[src/rtl/outer_product_accumulator.sv]
// Tiled fixed-point outer-product engine: result[i][j] = a[i]*b[j], optionally accumulated
// into the stored result, with per-cell saturation (or wrap) and a sticky overflow flag.
`timescale 1ns/1ps
module outer_product_accumulator #(
    parameter int unsigned A_LEN          = 5,
    parameter int unsigned B_LEN          = 5,
    parameter int unsigned A_WIDTH        = 8,
    parameter int unsigned B_WIDTH        = 8,
    parameter int unsigned RESULT_WIDTH   = 8,
    parameter int unsigned FRACTION_WIDTH = 4,
    parameter int unsigned TILING_V       = 1,
    parameter int unsigned TILING_H       = 1,
    parameter int unsigned SATURATE       = 1
) (
    input  logic                                  clk,
    input  logic                                  rst,
    input  logic                                  start,
    input  logic                                  accumulate,
    input  logic [A_LEN*A_WIDTH-1:0]              a,
    input  logic [B_LEN*B_WIDTH-1:0]              b,
    output logic                                  busy,
    output logic [A_LEN*B_LEN*RESULT_WIDTH-1:0]   result,
    output logic                                  valid,
    output logic                                  error
);

    localparam int unsigned VT  = (A_LEN + TILING_V - 1) / TILING_V;
    localparam int unsigned HT  = (B_LEN + TILING_H - 1) / TILING_H;
    localparam int unsigned CVW = (VT > 1) ? $clog2(VT) : 1;
    localparam int unsigned CHW = (HT > 1) ? $clog2(HT) : 1;
    localparam int unsigned RW  = RESULT_WIDTH;
    localparam int unsigned PW  = A_WIDTH + B_WIDTH;
    localparam int unsigned SW  = PW + 1;

    localparam logic [CVW-1:0] CvLast = CVW'(VT - 1);
    localparam logic [CHW-1:0] ChLast = CHW'(HT - 1);

    localparam logic signed [SW-1:0] SMax = {{(SW - RW + 1){1'b0}}, {(RW - 1){1'b1}}};
    localparam logic signed [SW-1:0] SMin = {{(SW - RW + 1){1'b1}}, {(RW - 1){1'b0}}};

    typedef enum logic [0:0] {StIdle, StRun} state_e;

    state_e                            state_q, state_d;
    logic [A_LEN*A_WIDTH-1:0]          a_q, a_d;
    logic [B_LEN*B_WIDTH-1:0]          b_q, b_d;
    logic                              acc_q, acc_d;
    logic [CVW-1:0]                    counter_v_q, counter_v_d;
    logic [CHW-1:0]                    counter_h_q, counter_h_d;
    logic [A_LEN*B_LEN*RW-1:0]         result_q, result_d;
    logic                              valid_q, valid_d;
    logic                              error_q, error_d;

    // Returns {overflow, new_cell}. The product is floored by the arithmetic shift.
    function automatic logic [RW:0] cell_update(input logic [A_WIDTH-1:0] av,
                                                input logic [B_WIDTH-1:0] bv,
                                                input logic [RW-1:0]      old,
                                                input logic               acc);
        logic signed [PW-1:0] a_ext;
        logic signed [PW-1:0] b_ext;
        logic signed [PW-1:0] prod;
        logic signed [PW-1:0] p;
        logic signed [SW-1:0] old_ext;
        logic signed [SW-1:0] s;
        logic                 ovf;
        logic [RW-1:0]        val;
        a_ext   = $signed({{B_WIDTH{av[A_WIDTH-1]}}, av});
        b_ext   = $signed({{A_WIDTH{bv[B_WIDTH-1]}}, bv});
        prod    = a_ext * b_ext;
        p       = prod >>> FRACTION_WIDTH;
        old_ext = $signed({{(SW - RW){old[RW-1]}}, old});
        s       = $signed({p[PW-1], p});
        if (acc) begin
            s = s + old_ext;
        end
        ovf = (s > SMax) || (s < SMin);
        val = s[RW-1:0];
        if (ovf && (SATURATE != 0)) begin
            val = s[SW-1] ? SMin[RW-1:0] : SMax[RW-1:0];
        end
        return {ovf, val};
    endfunction

    always_comb begin
        int          row;
        int          col;
        logic [RW:0] upd;
        state_d     = state_q;
        a_d         = a_q;
        b_d         = b_q;
        acc_d       = acc_q;
        counter_v_d = counter_v_q;
        counter_h_d = counter_h_q;
        result_d    = result_q;
        valid_d     = valid_q;
        error_d     = error_q;
        row         = 0;
        col         = 0;
        upd         = '0;
        unique case (state_q)
            StIdle: begin
                if (start) begin
                    state_d     = StRun;
                    a_d         = a;
                    b_d         = b;
                    acc_d       = accumulate;
                    valid_d     = 1'b0;
                    error_d     = 1'b0;
                    counter_v_d = '0;
                    counter_h_d = '0;
                end
            end
            StRun: begin
                for (int k = 0; k < int'(TILING_V); k++) begin
                    for (int l = 0; l < int'(TILING_H); l++) begin
                        row = int'(counter_v_q) * int'(TILING_V) + k;
                        col = int'(counter_h_q) * int'(TILING_H) + l;
                        // Lanes past the matrix edge on a partial tile are simply idle.
                        if ((row < int'(A_LEN)) && (col < int'(B_LEN))) begin
                            upd = cell_update(a_q[row*A_WIDTH +: A_WIDTH],
                                              b_q[col*B_WIDTH +: B_WIDTH],
                                              result_q[(row*B_LEN + col)*RW +: RW],
                                              acc_q);
                            result_d[(row*B_LEN + col)*RW +: RW] = upd[RW-1:0];
                            if (upd[RW]) begin
                                error_d = 1'b1;
                            end
                        end
                    end
                end
                if ((counter_v_q == CvLast) && (counter_h_q == ChLast)) begin
                    valid_d = 1'b1;
                    state_d = StIdle;
                end else if (counter_h_q == ChLast) begin
                    counter_h_d = '0;
                    counter_v_d = counter_v_q + CVW'(1);
                end else begin
                    counter_h_d = counter_h_q + CHW'(1);
                end
            end
            default: state_d = StIdle;
        endcase
    end

    always_ff @(posedge clk) begin
        if (rst) begin
            state_q     <= StIdle;
            a_q         <= '0;
            b_q         <= '0;
            acc_q       <= 1'b0;
            counter_v_q <= '0;
            counter_h_q <= '0;
            result_q    <= '0;
            valid_q     <= 1'b0;
            error_q     <= 1'b0;
        end else begin
            state_q     <= state_d;
            a_q         <= a_d;
            b_q         <= b_d;
            acc_q       <= acc_d;
            counter_v_q <= counter_v_d;
            counter_h_q <= counter_h_d;
            result_q    <= result_d;
            valid_q     <= valid_d;
            error_q     <= error_d;
        end
    end

    assign busy   = (state_q == StRun);
    assign result = result_q;
    assign valid  = valid_q;
    assign error  = error_q;

endmodule
[config.mk]
export PLATFORM = sky130hd
export DESIGN_NAME = outer_product_accumulator
export DESIGN_NICKNAME = d
export VERILOG_FILES = /design/src/rtl/outer_product_accumulator.sv
export SDC_FILE = /design/constraint.sdc
export NUM_CORES = 1
export LEC_CHECK = 0
export BUFFER_PORTS_ARGS = -buffer_cell sky130_fd_sc_hd__buf_4
export CAP_MARGIN = 10
export CORE_ASPECT_RATIO = 1.75
export CORE_MARGIN = 5
export CORE_UTILIZATION = 61
export DETAILED_ROUTE_END_ITERATION = 7
export MAX_ROUTING_LAYER = met4
export PLACE_DENSITY_LB_ADDON = 0.2
export SLEW_MARGIN = 20
export SYNTH_ARGS = -nofsm -noshare
export SYNTH_HDL_FRONTEND = slang
export SYNTH_SLANG_ARGS = --single-unit
[constraint.sdc]
create_clock -name clk -period 21.8 [get_ports clk]
set_clock_uncertainty 0.05 [all_clocks]
set_input_delay 1.09 -clock clk [delete_from_list [all_inputs] [get_ports clk]]
set_output_delay 1.09 -clock clk [all_outputs]
set_load 0.1 [all_outputs]
Word level (Yosys, flattened, before mapping)
Index checks and enable logic that the tools add are counted.

Bits of input ports: 84. Output and inout port bits: 203. Word-level logic and storage cells: 67. Register bits after elaboration: 290.

Reductions and logical operators: 9. Order comparisons: 4. Bitwise logic cells: 1. $mul: 2. Eq/ne operators: 8. $add $sub $neg: 5. Shifts and indexed selects: 5. Muxes and demuxes: 24.

Operator list (number): 200-bit bitwise mux (1); 8-bit by 34-bit variable shift with 200-bit output, first input constant (1); 200-bit by 11-bit variable part select with 8-bit output (1); 8-bit by 34-bit variable part select with 200-bit output (1); 40-bit by 7-bit variable part select with 8-bit output (2); 17-bit two-way mux (3); 10-bit negation with 34-bit output (1); 8-bit two-way mux (4); 17-bit by 8-bit greater-than comparator with 1-bit output, second input constant (1); 17-bit by 8-bit < comparator with 1-bit output, second input constant (1); 8-bit by 8-bit multiplier with 16-bit output (1); 3-bit two-way mux (5); 12-bit by 8-bit adder with 13-bit output (1); 3-bit case mux with 2 select lines (2); 2-bit by 1-bit inequality test with 1-bit output, second input constant (4); 2-bit AND reduction (4); 6-bit by 3-bit adder with 7-bit output (1); 3-bit by 1-bit adder with 3-bit output, second input constant (2); 3-bit equality test, second input constant (2); 3-bit < comparator, second input constant (2); 3-bit by 3-bit multiplier with 6-bit output, second input constant (1); 1-bit two-way mux (6); 1-bit case mux with 2 select lines (3); 3-bit AND reduction (2); 4 further kinds (6).

Longest topological paths before layout
Depth after elaboration: 14. Depth in mapped cells: 34. Gate-level depth less buffers: 30.

Least setup slack after synthesis
Ideal clock, no wire load.

Path type: register -> register. Start point: reg counter_h_q[0]. End point: reg result_q[20] (netlist: result[20]). Stages on the path, launching flop included: 28. Period minus slack after synthesis: 8.343 ns. Buffers on the path: 3. Arrival time: 8.223 ns. Slack: 13.457 ns. Library setup time: 0.070 ns. Required time: 21.680 ns. Path through: dfxtp_1 > clkbuf_1 > clkbuf_1 > mux4_2 > a22oi_1 > nor2_1 > fa_1 > fa_1 > fa_1 > inv_1 > fa_1 > inv_1 > ha_1 > a21oi_1 > nand2_1 > or2_2 > o311ai_0 > inv_1 > ha_1 > or4_1 > o21ai_0 > xor2_1 > o32a_1 > or3_4 > o31ai_4 > nand3_4 > buf_6 > o21ai_2.

Cells in the longest elaborated chain, start to end: 13. Elaborated cells on any way between the ends: 22. Those cells by class: add/sub: 3; mul: 1; order compare: 3; shift: 4; mux: 8; reduce/logical: 3.

RTL lines: start: declaration (RTL line 48) `logic [CHW-1:0] counter_h_q, counter_h_d;`; start signal: assignment (RTL line 161) `counter_h_q <= counter_h_d;`; 40-bit by 7-bit variable part select with 8-bit output / 6-bit by 3-bit adder with 7-bit output (equally long branches) (RTL line 120, 121, 123); 8-bit by 8-bit multiplier with 16-bit output / 200-bit by 11-bit variable part select with 8-bit output (equally long branches) (RTL line 68, 121); 12-bit by 8-bit adder with 13-bit output (RTL line 73) `s = s + old_ext;`; 17-bit two-way mux (RTL line 72) `if (acc) begin`; 17-bit two-way mux (RTL line 118) `if ((row < int'(A_LEN)) && (col < int'(B_LEN))) begin`; 17-bit two-way mux (RTL line 99) `unique case (state_q)`; 17-bit by 8-bit greater-than comparator with 1-bit output / 17-bit by 8-bit < comparator with 1-bit output (equally long branches) (RTL line 75) `ovf = (s > SMax) || (s < SMin);`; 1-bit logical OR (RTL line 75); 8-bit two-way mux (RTL line 77) `if (ovf && (SATURATE != 0)) begin`; 8-bit two-way mux (RTL line 118); 8-bit two-way mux (RTL line 99); 8-bit by 34-bit variable part select with 200-bit output (RTL line 123) `result_d[(row*B_LEN + col)*RW +: RW] = upd[RW-1:0];`; 200-bit bitwise mux (RTL line 123); end signal: assignment (RTL line 162) `result_q <= result_d;`; end: declaration (RTL line 49) `logic [A_LEN*B_LEN*RW-1:0] result_q, result_d;`.

Parallel ways exist; a longest one is shown, timed or not. The select of a mux whose other input is x is not followed. A chain may end at the register's enable or synchronous reset.

Worst setup path after layout
Start point: reg counter_h_q[0]. End point: reg result_q[134] (netlist: result[134]).

Same word-level chain as after synthesis.

==> results.sh <==
export IMPL_ys_dominant_reg_cell="dfxtp_1"
export IMPL_fin_util_pct=74.10
export IMPL_die_area_sq_um=29580
export IMPL_ant_nets=0
export IMPL_run_status="finished, final reports clean"
export IMPL_post_route_min_period_ps=9528
export IMPL_number_of_global_route_vias_before_repair=14930
export IMPL_post_cts_resized=0
export IMPL_period_utilization_post_route_pct=43.71
export IMPL_ff_latch_area_sq_um=5806
export IMPL_ff2ff_setup_slack_ps=12270
export IMPL_fp_dieW_microns=132.2
export IMPL_hold_violations=0
export IMPL_final_cell_count_no_fill=2391
export IMPL_drt_pass1_iter_count=6
export IMPL_io_pins=287
export IMPL_r2r_end="result[134]"
export IMPL_grt_max_degree=87
export IMPL_synth_edf_count=0
export IMPL_yosys_top_cells_area="dfxtp_1 (36%), mux4_2 (9.8%), nand2_1 (8.2%)"
export IMPL_transition_time_of_the_tightest_slew_check_pin_ps=1035
export IMPL_yosys_cell_types_count=68
export IMPL_timing_critical_path_to_type="flop"
export IMPL_dp_cells=2346
export IMPL_syn_mean_instance_area_sq_um=8.749
export IMPL_cts_tree="yes"
export IMPL_pwr_share_comb_pct=22.9
export IMPL_worst_setup_path_start_kind="flop"
export IMPL_rows=78
export IMPL_synth_top_area_cell="dfxtp_1"
export IMPL_clkLatencyLatePin_ps=580
export IMPL_cp_arrival_ps=9970
export IMPL_max_cap_violations=0
export IMPL_chipHeight_microns=223.8
export IMPL_insertedDiodeCount=0
export IMPL_power_per_cell_area_nw_per_um2=68.99
export IMPL_startpoint_of_the_most_critical_setup_path="counter_h_q[0]"
export IMPL_drtIter0Drc=1243
export IMPL_crit_required_ps=22240
export IMPL_postCtsHoldBufs=0
export IMPL_total_nets_final=2251
export IMPL_port_buffers=286
export IMPL_endpoint="result[134]"
export IMPL_ctsRootBufferMaster="clkbuf_16"
export IMPL_internal_power_uw=883.6
export IMPL_grt_first_pass_wirelength_mm=84.08
export IMPL_mappedNetlistNets=2017
export IMPL_clkPwrFrac_pct=35.5
export IMPL_clkSinkCount=290
export IMPL_place_area_sq_um=18270
export IMPL_critical_path_peak_fanout=17
export IMPL_clock_tree_htree_level_count=1
export IMPL_worstHoldPathType="flop to flop"
export IMPL_floorplan_initialDensity_pct=61.61
export IMPL_fillerInstances=1976
export IMPL_r2r_start="counter_h_q[0]"
export IMPL_share_of_layout_cells_above_drive_strength_1_pct=22.50
export IMPL_worst_slew_margin_rel_pct=30.74
export IMPL_number_of_antenna_violations_at_the_first_check_in_global_routing=0
export IMPL_dp_final_hpwl_mm=41.03
export IMPL_clkSlewWorstSetupHoldPaths_ps=70
export IMPL_overflow=0
export IMPL_synth_seq_cells=290
export IMPL_worst_ir_drop_vdd_mv=0.06778
export IMPL_drcViolationCount=0
export IMPL_synth_warnings=0
export IMPL_post_drt_wl_per_cell_microns=22.85
export IMPL_routabilityCongestion=0.9949
export IMPL_synth_largest_type_area_fraction_pct=36.44
export IMPL_power_static_leakage_uw=0.007916
export IMPL_final_setup_tns_ps=0
export IMPL_maxClockFrequency_mhz=105.0
export IMPL_synth_cell_area_sq_um=15930
export IMPL_grt_setup_unrepaired="false"
export IMPL_detail_route_wirelength_mm=54.64
export IMPL_vias=14960
export IMPL_finalSetupViolations=0
export IMPL_syn_to_final_growth_pct=20.28
export IMPL_cts_buffers_inserted=26
export IMPL_multiInputGateArea_sq_um=9373
export IMPL_synth_seq_area_share_pct=36.44
export IMPL_fin_area_sq_um=19160
export IMPL_post_cts_setup_buffers=0
export IMPL_reg2regPathDepth=26
export IMPL_core_area_sq_um=25860
export IMPL_power_share_sequential_pct=41.7
export IMPL_cts_buffer_depth=3
export IMPL_async_reset_ff_share_pct=0
export IMPL_netlist_instances=1821
export IMPL_detail_route_vias_per_cell=6.258
export IMPL_power_switching_share_pct=33.16
export IMPL_slew_violations=0
export IMPL_setup_cp_type="flop to flop"
export IMPL_power_switching_uw=438.5
export IMPL_global_route_usage_total_pct=36.92
==> flip-flops by register name (all words and copies together), names as in the netlist <==
register and cells:
counter_v_q 3, b_q 40, valid 1, result 200, a_q 40, acc_q 1, counter_h_q 3, busy 1
error 1
==> logic make-up (layout without fill, tap and decap cells) <==
logic type	Yosys count	after routing	synth area share (%)
mux	101	101	11.87
flops	290	290	36.44
fa+ha+maj	112	112	11.43
simple gates	647	647	17.10
buf+inv	207	457	5.034
xor+xnor	29	29	1.594
compound gates	435	435	16.53
==> worst max-delay path, stage by stage (launching register included) <==
cell and delay [ps]:
dfxtp_1 860, mux4_2 610, a22oi_1 710, nor2_1 170
fa_1 570, fa_1 540, fa_1 550, inv_1 60
fa_1 530, inv_1 40, ha_1 340, a21oi_1 170
nand2_1 100, or2_2 320, o311ai_0 510, inv_1 110
ha_1 380, o211ai_1 140, a21boi_1 290, nand3_1 140
or3_1 310, and4_1 220, and4b_1 230, nor2_1 580
a21oi_1 370, buf_4 310, a211oi_1 230
==> cells in the mapped netlist (11+ instances only) <==
library cell  count
nor3_1           27
a21oi_1         146
inv_1           103
nand2_1         348
o21ai_2          11
dfxtp_1         290
mux2_2           14
nand2b_1         21
a22oi_1          13
nor2_1          170
a211oi_1         54
xnor2_1          22
clkbuf_1         77
o21ai_0         142
ha_1             56
nand3_1          30
fa_1             56
buf_2            12
mux4_2           69
mux2i_1          18
==> cell type report <==
class | instances | share of cell area (%)
Clock buffer | 32 | 3.721
Clock inverter | 12 | 0.7639
Inverter | 105 | 2.057
Multi-Input combinational cell | 1324 | 48.91
Sequential cell | 290 | 30.29
Tap cell | 320 | 2.089
Timing Repair Buffer | 308 | 12.17
==> power groups by stage <==
stage	combinational (uW)	sequential [uW]	clock (uW)
floorplan	174	571	0
global placement	285	562	0
detailed placement	289	563	0
CTS	293	551	469
global route	317	552	493
finish	302	551	469
==> worst min-delay path by stage <==
stage,start,endpoint,slack (ps),depth (start not counted)
after global placement,b_q[24],b_q[24],390,2
final,a_q[11],a_q[11],400,2
after CTS,a_q[16],a_q[16],400,2
after floorplan,b_q[26],b_q[26],380,2
after detailed placement,a_q[16],a_q[16],400,2
after global routing,a_q[16],a_q[16],420,2
==> cells in the final DEF (no fill, tap or decap), types with 9 or more instances in the layout <==
master	count
fa_1	56
o21a_1	9
mux2_2	14
nand3_1	30
a21oi_1	145
ha_1	54
dfxtp_1	290
nand2_1	348
nor3_1	27
o21ai_2	11
o21ai_0	142
mux2i_1	18
clkbuf_16	26
a21o_1	9
mux4_2	69
xnor2_1	22
a22oi_1	13
nor2_1	169
nand2b_1	20
buf_4	307
inv_1	103
a211oi_1	54
==> stage by stage <==
| step | total power (uW) | hold WS, ps | setup slack [ps] |
|---|---|---|---|
| global placement | 847.5 | 390.9 | 12570 |
| floorplan | 744.6 | 382.9 | 13460 |
| global route | 1362 | 421.4 | 11440 |
| CTS | 1313 | 403.9 | 12410 |
| finish | 1322 | 403.9 | 12270 |
| detailed placement | 852.0 | 395.1 | 12470 |
==> per-layer routing <==
| layer | up-vias | track usage (%) | wire (microns) |
|---|---|---|---|
| met2 | 793 | 64.49 | 28620 |
| met1 | 7138 | 37.41 | 17240 |
| met4 | 0 | 26.92 | 4912 |
| met5 | - | - | 0 |
| li1 | 6762 | - | - |
| met3 | 269 | 5.079 | 3870 |
Power figures use the tool's default switching activity.
